===== src/rtl/keypad_pkg.sv =====
// Shared definitions for the keypad path: code width, the "no key" code,
// debounce FSM states and the key codes the vending controller interprets.
package keypad_pkg;

  localparam int KEY_W = 4;
  localparam logic [KEY_W-1:0] KEY_NONE = 4'h0;

  // Debounce FSM states
  typedef enum logic [1:0] {
    IDLE     = 2'd0,
    PRESS_DB = 2'd1,
    HELD     = 2'd2,
    REL_DB   = 2'd3
  } key_state_t;

  // Key codes as produced by the 4x4 scanner (0 is reserved for "no key")
  localparam logic [KEY_W-1:0] KEY_1      = 4'h1;
  localparam logic [KEY_W-1:0] KEY_2      = 4'h2;
  localparam logic [KEY_W-1:0] KEY_3      = 4'h3;
  localparam logic [KEY_W-1:0] KEY_4      = 4'h4;
  localparam logic [KEY_W-1:0] KEY_5      = 4'h5;
  localparam logic [KEY_W-1:0] KEY_6      = 4'h6;
  localparam logic [KEY_W-1:0] KEY_7      = 4'h7;
  localparam logic [KEY_W-1:0] KEY_8      = 4'h8;
  localparam logic [KEY_W-1:0] KEY_9      = 4'h9;
  localparam logic [KEY_W-1:0] KEY_0      = 4'hA;
  localparam logic [KEY_W-1:0] KEY_STAR   = 4'hB;
  localparam logic [KEY_W-1:0] KEY_HASH   = 4'hC;
  localparam logic [KEY_W-1:0] KEY_CANCEL = 4'hD;
  localparam logic [KEY_W-1:0] KEY_ENTER  = 4'hE;
  localparam logic [KEY_W-1:0] KEY_COIN   = 4'hF;

  // True when the scanner reports any key at all
  function automatic logic is_pressed(input logic [KEY_W-1:0] code);
    return code != KEY_NONE;
  endfunction

endpackage


===== src/rtl/key_event_fifo.sv =====
// Small event FIFO between the debouncer and the vending controller.
// Pointers carry one extra wrap bit so full and empty are distinguishable
// without a separate occupancy counter. DEPTH must be a power of two >= 2.
module key_event_fifo #(
  parameter int DEPTH = 4,
  parameter int WIDTH = 4
) (
  input  logic             clk,
  input  logic             reset,
  input  logic             push,
  input  logic [WIDTH-1:0] push_data,
  input  logic             pop,
  output logic             valid,
  output logic [WIDTH-1:0] head,
  output logic             full,
  output logic             overflow
);

  localparam int IDX_W = $clog2(DEPTH);
  localparam int PTR_W = IDX_W + 1;

  logic [PTR_W-1:0] wr_ptr;
  logic [PTR_W-1:0] rd_ptr;
  logic [WIDTH-1:0] mem [DEPTH];

  logic [IDX_W-1:0] wr_idx;
  logic [IDX_W-1:0] rd_idx;
  logic             empty;
  logic             do_pop;
  logic             do_push;

  assign wr_idx = wr_ptr[IDX_W-1:0];
  assign rd_idx = rd_ptr[IDX_W-1:0];

  assign empty = (wr_ptr == rd_ptr);
  assign full  = (wr_idx == rd_idx) && (wr_ptr[IDX_W] != rd_ptr[IDX_W]);

  // A pop frees a slot in the same cycle, so a push into a full FIFO is
  // still accepted when the consumer takes the head at the same time.
  assign do_pop  = pop && !empty;
  assign do_push = push && (!full || do_pop);

  assign valid = !empty;
  assign head  = mem[rd_idx];

  // Storage, pointers and the registered drop pulse
  always_ff @(posedge clk) begin
    if (!reset) begin
      wr_ptr   <= '0;
      rd_ptr   <= '0;
      overflow <= 1'b0;
      for (int i = 0; i < DEPTH; i++) begin
        mem[i] <= '0;
      end
    end else begin
      if (do_push) begin
        mem[wr_idx] <= push_data;
        wr_ptr      <= wr_ptr + 1'b1;
      end
      if (do_pop) begin
        rd_ptr <= rd_ptr + 1'b1;
      end
      overflow <= push && full && !do_pop;
    end
  end

endmodule


===== src/rtl/key_event_queue.sv =====
// Debounces the keypad scanner's level code into single press events and
// queues them for the vending controller over a valid/ready interface.
// Optional auto-repeat while a key is held: define KEY_REPEAT_EN.
module key_event_queue
  import keypad_pkg::*;
#(
  parameter int DEBOUNCE_CYCLES = 16,
  parameter int FIFO_DEPTH      = 4,
  parameter int REPEAT_CYCLES   = 64
) (
  input  logic             clk,
  input  logic             reset,
  input  logic [KEY_W-1:0] key_value,
  output logic             ev_valid,
  output logic [KEY_W-1:0] ev_code,
  input  logic             ev_ready,
  output logic             fifo_full,
  output logic             overflow
);

  localparam int CNT_W = $clog2(DEBOUNCE_CYCLES);
  localparam logic [CNT_W-1:0] CNT_LAST = CNT_W'(DEBOUNCE_CYCLES - 1);

  key_state_t       state;
  key_state_t       state_next;
  logic [CNT_W-1:0] cnt;
  logic [CNT_W-1:0] cnt_next;
  logic [KEY_W-1:0] cand;
  logic [KEY_W-1:0] cand_next;
  logic [KEY_W-1:0] key_q;
  logic             db_push;
  logic             push;

  // Debounce state, counter, candidate code and the input sampling register
  always_ff @(posedge clk) begin
    if (!reset) begin
      state <= IDLE;
      cnt   <= '0;
      cand  <= KEY_NONE;
      key_q <= KEY_NONE;
    end else begin
      state <= state_next;
      cnt   <= cnt_next;
      cand  <= cand_next;
      key_q <= key_value;
    end
  end

  // Next-state logic: a code must hold for DEBOUNCE_CYCLES to count as a
  // press or a release; one event is pushed when a press qualifies.
  always_comb begin
    state_next = state;
    cnt_next   = cnt;
    cand_next  = cand;
    db_push    = 1'b0;
    case (state)
      IDLE: begin
        if (is_pressed(key_q)) begin
          state_next = PRESS_DB;
          cand_next  = key_q;
          cnt_next   = '0;
        end
      end
      PRESS_DB: begin
        if (key_q != cand) begin
          state_next = IDLE;
          cnt_next   = '0;
        end else if (cnt == CNT_LAST) begin
          state_next = HELD;
          cnt_next   = '0;
          db_push    = 1'b1;
        end else begin
          cnt_next = cnt + 1'b1;
        end
      end
      HELD: begin
        // Another key rolled over while held is ignored until a release
        if (!is_pressed(key_q)) begin
          state_next = REL_DB;
          cnt_next   = '0;
        end
      end
      REL_DB: begin
        if (key_q == cand) begin
          state_next = HELD;
          cnt_next   = '0;
        end else if (is_pressed(key_q)) begin
          state_next = PRESS_DB;
          cand_next  = key_q;
          cnt_next   = '0;
        end else if (cnt == CNT_LAST) begin
          state_next = IDLE;
          cnt_next   = '0;
        end else begin
          cnt_next = cnt + 1'b1;
        end
      end
      default: begin
        state_next = IDLE;
        cnt_next   = '0;
      end
    endcase
  end

`ifdef KEY_REPEAT_EN
  localparam int RPT_W = (REPEAT_CYCLES > 1) ? $clog2(REPEAT_CYCLES) : 1;
  localparam logic [RPT_W-1:0] RPT_LAST = RPT_W'(REPEAT_CYCLES - 1);

  logic [RPT_W-1:0] rpt_cnt;
  logic             rpt_push;

  assign rpt_push = (state == HELD) && is_pressed(key_q) && (rpt_cnt == RPT_LAST);

  // Repeat timer runs only while staying in HELD; any exit clears it so a
  // return from REL_DB starts a fresh interval.
  always_ff @(posedge clk) begin
    if (!reset) begin
      rpt_cnt <= '0;
    end else if ((state == HELD) && (state_next == HELD)) begin
      rpt_cnt <= (rpt_cnt == RPT_LAST) ? '0 : rpt_cnt + 1'b1;
    end else begin
      rpt_cnt <= '0;
    end
  end

  assign push = db_push | rpt_push;
`else
  // No repeat hardware in this build; the interval parameter is tied off
  // so it reads as deliberately unused.
  logic unused_repeat_cfg;
  assign unused_repeat_cfg = (REPEAT_CYCLES > 0);

  assign push = db_push;
`endif

  key_event_fifo #(
    .DEPTH (FIFO_DEPTH),
    .WIDTH (KEY_W)
  ) u_fifo (
    .clk       (clk),
    .reset     (reset),
    .push      (push),
    .push_data (cand),
    .pop       (ev_ready),
    .valid     (ev_valid),
    .head      (ev_code),
    .full      (fifo_full),
    .overflow  (overflow)
  );

endmodule


===== config.mk =====
export PLATFORM = sky130hd
export DESIGN_NAME = key_event_queue
export DESIGN_NICKNAME = d
export VERILOG_FILES = /design/src/rtl/keypad_pkg.sv /design/src/rtl/key_event_fifo.sv /design/src/rtl/key_event_queue.sv
export SDC_FILE = /design/constraint.sdc
export NUM_CORES = 1
export LEC_CHECK = 0
export CAP_MARGIN = 20
export CORE_ASPECT_RATIO = 0.7
export CORE_MARGIN = 8
export CORE_UTILIZATION = 55
export CTS_CLUSTER_DIAMETER = 150
export DETAILED_ROUTE_END_ITERATION = 6
export GPL_TIMING_DRIVEN = 0
export PLACE_DENSITY = 0.86
export SLEW_MARGIN = 0
export SYNTH_ARGS = -nofsm -noshare
export SYNTH_HDL_FRONTEND = slang
export SYNTH_SLANG_ARGS = --single-unit

===== constraint.sdc =====
create_clock -name clk -period 2.3 [get_ports clk]
set_input_delay 0.23 -clock clk [delete_from_list [all_inputs] [get_ports clk]]
set_output_delay 0.23 -clock clk [all_outputs]
set_load 0.05 [all_outputs]

After elaboration in Yosys (flattened, before gate mapping)
Memories as Yosys holds them, arrays and structs flattened. A register that Yosys moved wholly into a read port is not among the register bits.
Cells that the tools add are included.
{"block": "classes", "muxes": 30, "n_reduce_logical": 16, "add_sub_neg": 3, "n_eq_ne": 14}
{"op": "two-way mux 4 bit", "count": 9}
{"op": "two-way mux 2 bit", "count": 10}
{"op": "case mux 4 bit (4 select lines)", "count": 1}
{"op": "two-way mux 1 bit", "count": 8}
{"op": "case mux 2 bit (4 select lines)", "count": 1}
{"op": "case mux 4 bit (2 select lines)", "count": 1}
{"op": "adder 3 x 1 -> 3 bit (second input constant)", "count": 2}
{"op": "inequality test 2 bit (second input constant)", "count": 3}
{"op": "logical AND 1 bit", "count": 5}
{"op": "adder 4 x 1 -> 4 bit (second input constant)", "count": 1}
{"op": "== test 2 bit (second input constant)", "count": 2}
{"op": "== test 4 bit", "count": 1}
{"op": "== test 4 bit (second input constant)", "count": 1}
{"op": "inequality test 4 bit", "count": 1}
{"op": "inequality test 4 bit (second input constant)", "count": 1}
{"op": "AND reduction 2 bit", "count": 2}
{"op": "AND reduction 4 bit", "count": 1}
{"op": "nonzero test 4 bit", "count": 1}
{"op": "OR reduction 4 bit", "count": 1}
{"op": "== test 3 bit", "count": 1}
{"op": "logical NOT 1 bit", "count": 3}
{"op": "inequality test 3 bit (second input constant)", "count": 1}
{"op": "== test 2 x 1 -> 1 bit (second input constant)", "count": 1}
{"op": "== test 2 bit", "count": 1}
{"op": "4 further kinds", "count": 4}
{"block": "totals", "memories": 1, "out_inout_bits": 7, "inputBits": 7, "ramBits": 16, "ff_bits": 21}
{"memory": "u_fifo.mem", "depth": 4, "word_bits": 4, "read_ports": 1, "rd_clocked_by_memory_dff": 1, "wr": 4, "line_no": "key_event_fifo.sv:24", "text": "logic [WIDTH-1:0] mem [DEPTH];"}

Depth between registers and ports, before layout
{"block": "depth", "ltp_word": 10, "depth_mapped": 6, "mapped_depth_nobuf": 6}

Cells and area by module
From an unflattened synthesis, not the netlist that was laid out.
{"block": "hier_totals", "hier_cells": 183, "hier_area_um2": 2010.7}
{"module": "key_event_fifo", "cells_per_inst": 105, "area_each_um2": 1288.7, "instances": 1}
{"module": "key_event_queue", "cells_per_inst": 78, "area_each_um2": 721.9, "instances": 1}

Least setup slack after synthesis
OpenSTA, ideal clock, no wires.
{"block": "synth_timing", "path_kind": "register to register", "from": "register cnt[0]", "to": "memory u_fifo.mem[2][0], enable pin", "setup_slack_ns": 0.262, "period_less_slack_ns": 2.038, "path_stages_with_launch": 7, "t_arrival_ns": 1.676, "setup_time_ns": 0.361, "cell_sequence": "dfxtp_1 ha_1 nand3_1 nor2_1 nand4_4 or2_1 o21ai_0"}
{"item": "start, declared", "line_no": "key_event_queue.sv:26", "text": "logic [CNT_W-1:0] cnt;"}
{"item": "start signal, assigned", "line_no": "key_event_queue.sv:43", "text": "cnt <= cnt_next;"}
{"item": "end, declared", "line_no": "key_event_fifo.sv:24"}

==> out/metrics.csv <==
metric;value;unit
synthTopCellsByCount;23 x dfxtp_1, 20 x and2_1, 18 x nor2_1, 16 x edfxtp_1, 14 x nand2_1;
max_slew_margin;46.4;%
synth_top_area_share;25.3;%
wire_per_inst;14.6;um
vias;1436;
cts_root_buf;clkbuf_8;
p_comb_share;8.9;%
fin_setup_tns;0;ns
antenna_cells;0;
clk_latency;0.29;ns
tightestPinTransition;0.798;ns
avgSynthCellArea;10.3;um2
first_pass_iters;4;
cap_violations;0;
hold_path.class;in2reg;
drt-total-wl;3.72;mm
synth_nets;194;
vias_per_cell;5.63;
start_util;55.8;%
powerDensity;702;mW/mm2
mappedNetlistArea;0.00190;mm2
maxSlewViolCount;0;
synth_cell_types;43;
clockBufferDepth;2;
finalCritPeriodShare;96.7;%
core-area;0.00340;mm2
cts_max_level;2;
hold_violations;0;
fmax;449;MHz
ys_seq_elements;39;
synthTopCellsByArea;edfxtp_1 25%, dfxtp_1 24%, and2_1 6.6%;
synth_edf_count;16;
ys_warn_count;0;
final_area;0.00224;mm2
ant_nets;0;
dieArea;0.00561;mm2
crit_type;reg2reg;
worstPathRequired;2.24;ns
cp-end-kind;flip-flop;
dp_hpwl;2.68;mm
grt_start_max_net_pins;13;
vdd_drop_max;0.000520;V
syn_inst;184;
clk_pin_slew;0.08;ns
antenna_found_initial;0;
period_needed;2.23;ns
start_kind;flip-flop;
whs;0.514;ns
finClkSkew;0.00823;ns
grt_pass1_wl;6.11;mm
setup_viol;0;
synth_top_cell_by_area;edfxtp_1;
power.leakage;0.820;nW
status;complete, no violations;
sw_frac_of_total;21.9;%
rows;18;
p_sw;0.000344;W
place_area;0.00209;mm2
io_buffers;13;
cts_tree;yes;
power_frac_clock;42.9;%
cts_buffers;5;
critPathArrivalTime;2.17;ns
io_pins;14;
areaGrowthSynthToFinish;18.1;%
die_h;65.1;um
gp_congestion;0.865;
rsz0062_at_grt;yes;
critPathMaxFanout;10;
drive_gt1_share;8.78;%
seqPwrFrac;48.1;%
p_int;0.00123;W
synthArstFlopShare;0;%
gr-total-overflow;0;
total_power;0.00157;W
gr-usage-all-layers;14.0;%
fp.dieW;86.2;um
cts.sinks;39;
cts_setup_buffers;0;
synth-main-ff-cell;dfxtp_1;
seq_area_frac_synth;49.6;%
grt_pass1_vias;1334;
yosysMostFrequentCell;dfxtp_1;
nets;214;
drc_errors;0;
post-route-util;65.9;%
drt_iter0_drc;148;
-- power groups by stage --
stage	clock network (W)	registers [W]	logic, W
floorplan	0	0.000766	0.000100
global placement	0	0.000772	0.000135
detailed placement	0	0.000773	0.000137
CTS	0.000681	0.000757	0.000139
global route	0.000716	0.000760	0.000152
finish	0.000675	0.000757	0.000140
-- cell families after synthesis --
group	share of synthesized area, %
AOI/OAI and AO/OA	11.8
xor gates and xnor gates	5.08
buffers and inverters	2.64
and+or+nand+nor	22.6
muxes	6.33
adders and majority gates	1.98
DFF	49.6
-- layer usage --
metal / wire length (um) / up-vias / GRT usage, %
met5: 0 / - / 0
met3: 183 / 5 / 3.86
li1: - / 704 / -
met2: 1660 / 44 / 21.1
met1: 1820 / 683 / 18.6
met4: 53 / 0 / 5.77
-- through the flow --
stage	setup slack, ns	cells
final	0.0748	255
after global routing	-0.0352	255
after CTS	0.00881	255
after detailed placement	-0.102	247
after global placement	-0.0534	247
after floorplan	0.262	184
-- final timing paths --
kind / slack, ns / depth (start not counted) / from / end
hold / removal: 0.51 / 2 / key_value[0] / key_q[0]
setup reg to reg: 0.07 / 6 / cand[3] / u_fifo.mem[1][0]
setup / recovery: 0.07 / 6 / cand[3] / u_fifo.mem[1][0]
hold reg to reg: 0.52 / 2 / u_fifo.rd_ptr[1] / u_fifo.rd_ptr[1]
-- critical path, stage by stage (launching register included) --
cell      delay [ns]
dfxtp_1         0.46
xnor2_1         0.19
and4_1          0.24
buf_4           0.17
nand4_4         0.19
nand2b_1        0.22
o21ai_1         0.40
-- cell type report --
class	instances	area (um2)
plain buffers	7	31.3
clock buffers	6	72.6
clock inverters	2	60.1
fillers	261	1160
inverters	5	18.8
multi-input cells	133	913
flip-flops and latches	39	941
well taps	50	62.6
repair buffers	13	140
-- layout by cell type, fill, tap and decap left out, drive strengths merged, types with 3 or more instances in the layout --
cell type,count
inv,4
dlymetal6s2s,4
nand3,5
dfxtp,23
o21ai,12
clkbuf,11
xnor2,9
ha,3
clkdlybuf4s50,9
edfxtp,16
nor2,18
nand4,3
a21oi,11
nor3,3
nand2,14
and2,20
mux4,4
mux2i,3
-- repair_timing --
action,in CTS,in global routing
setup endpoints to repair,16,20
resized for setup,4,6
hold buffers,0,0
-- flip-flops by register name, indices dropped and copies added (netlist names), named ones only --
name             count
u_fifo.overflow      1
u_fifo.wr_ptr        3
key_q                4
state                1
cand                 4
u_fifo.rd_ptr        3
cnt                  4
u_fifo.mem          16
Power figures use the tool's default switching activity.
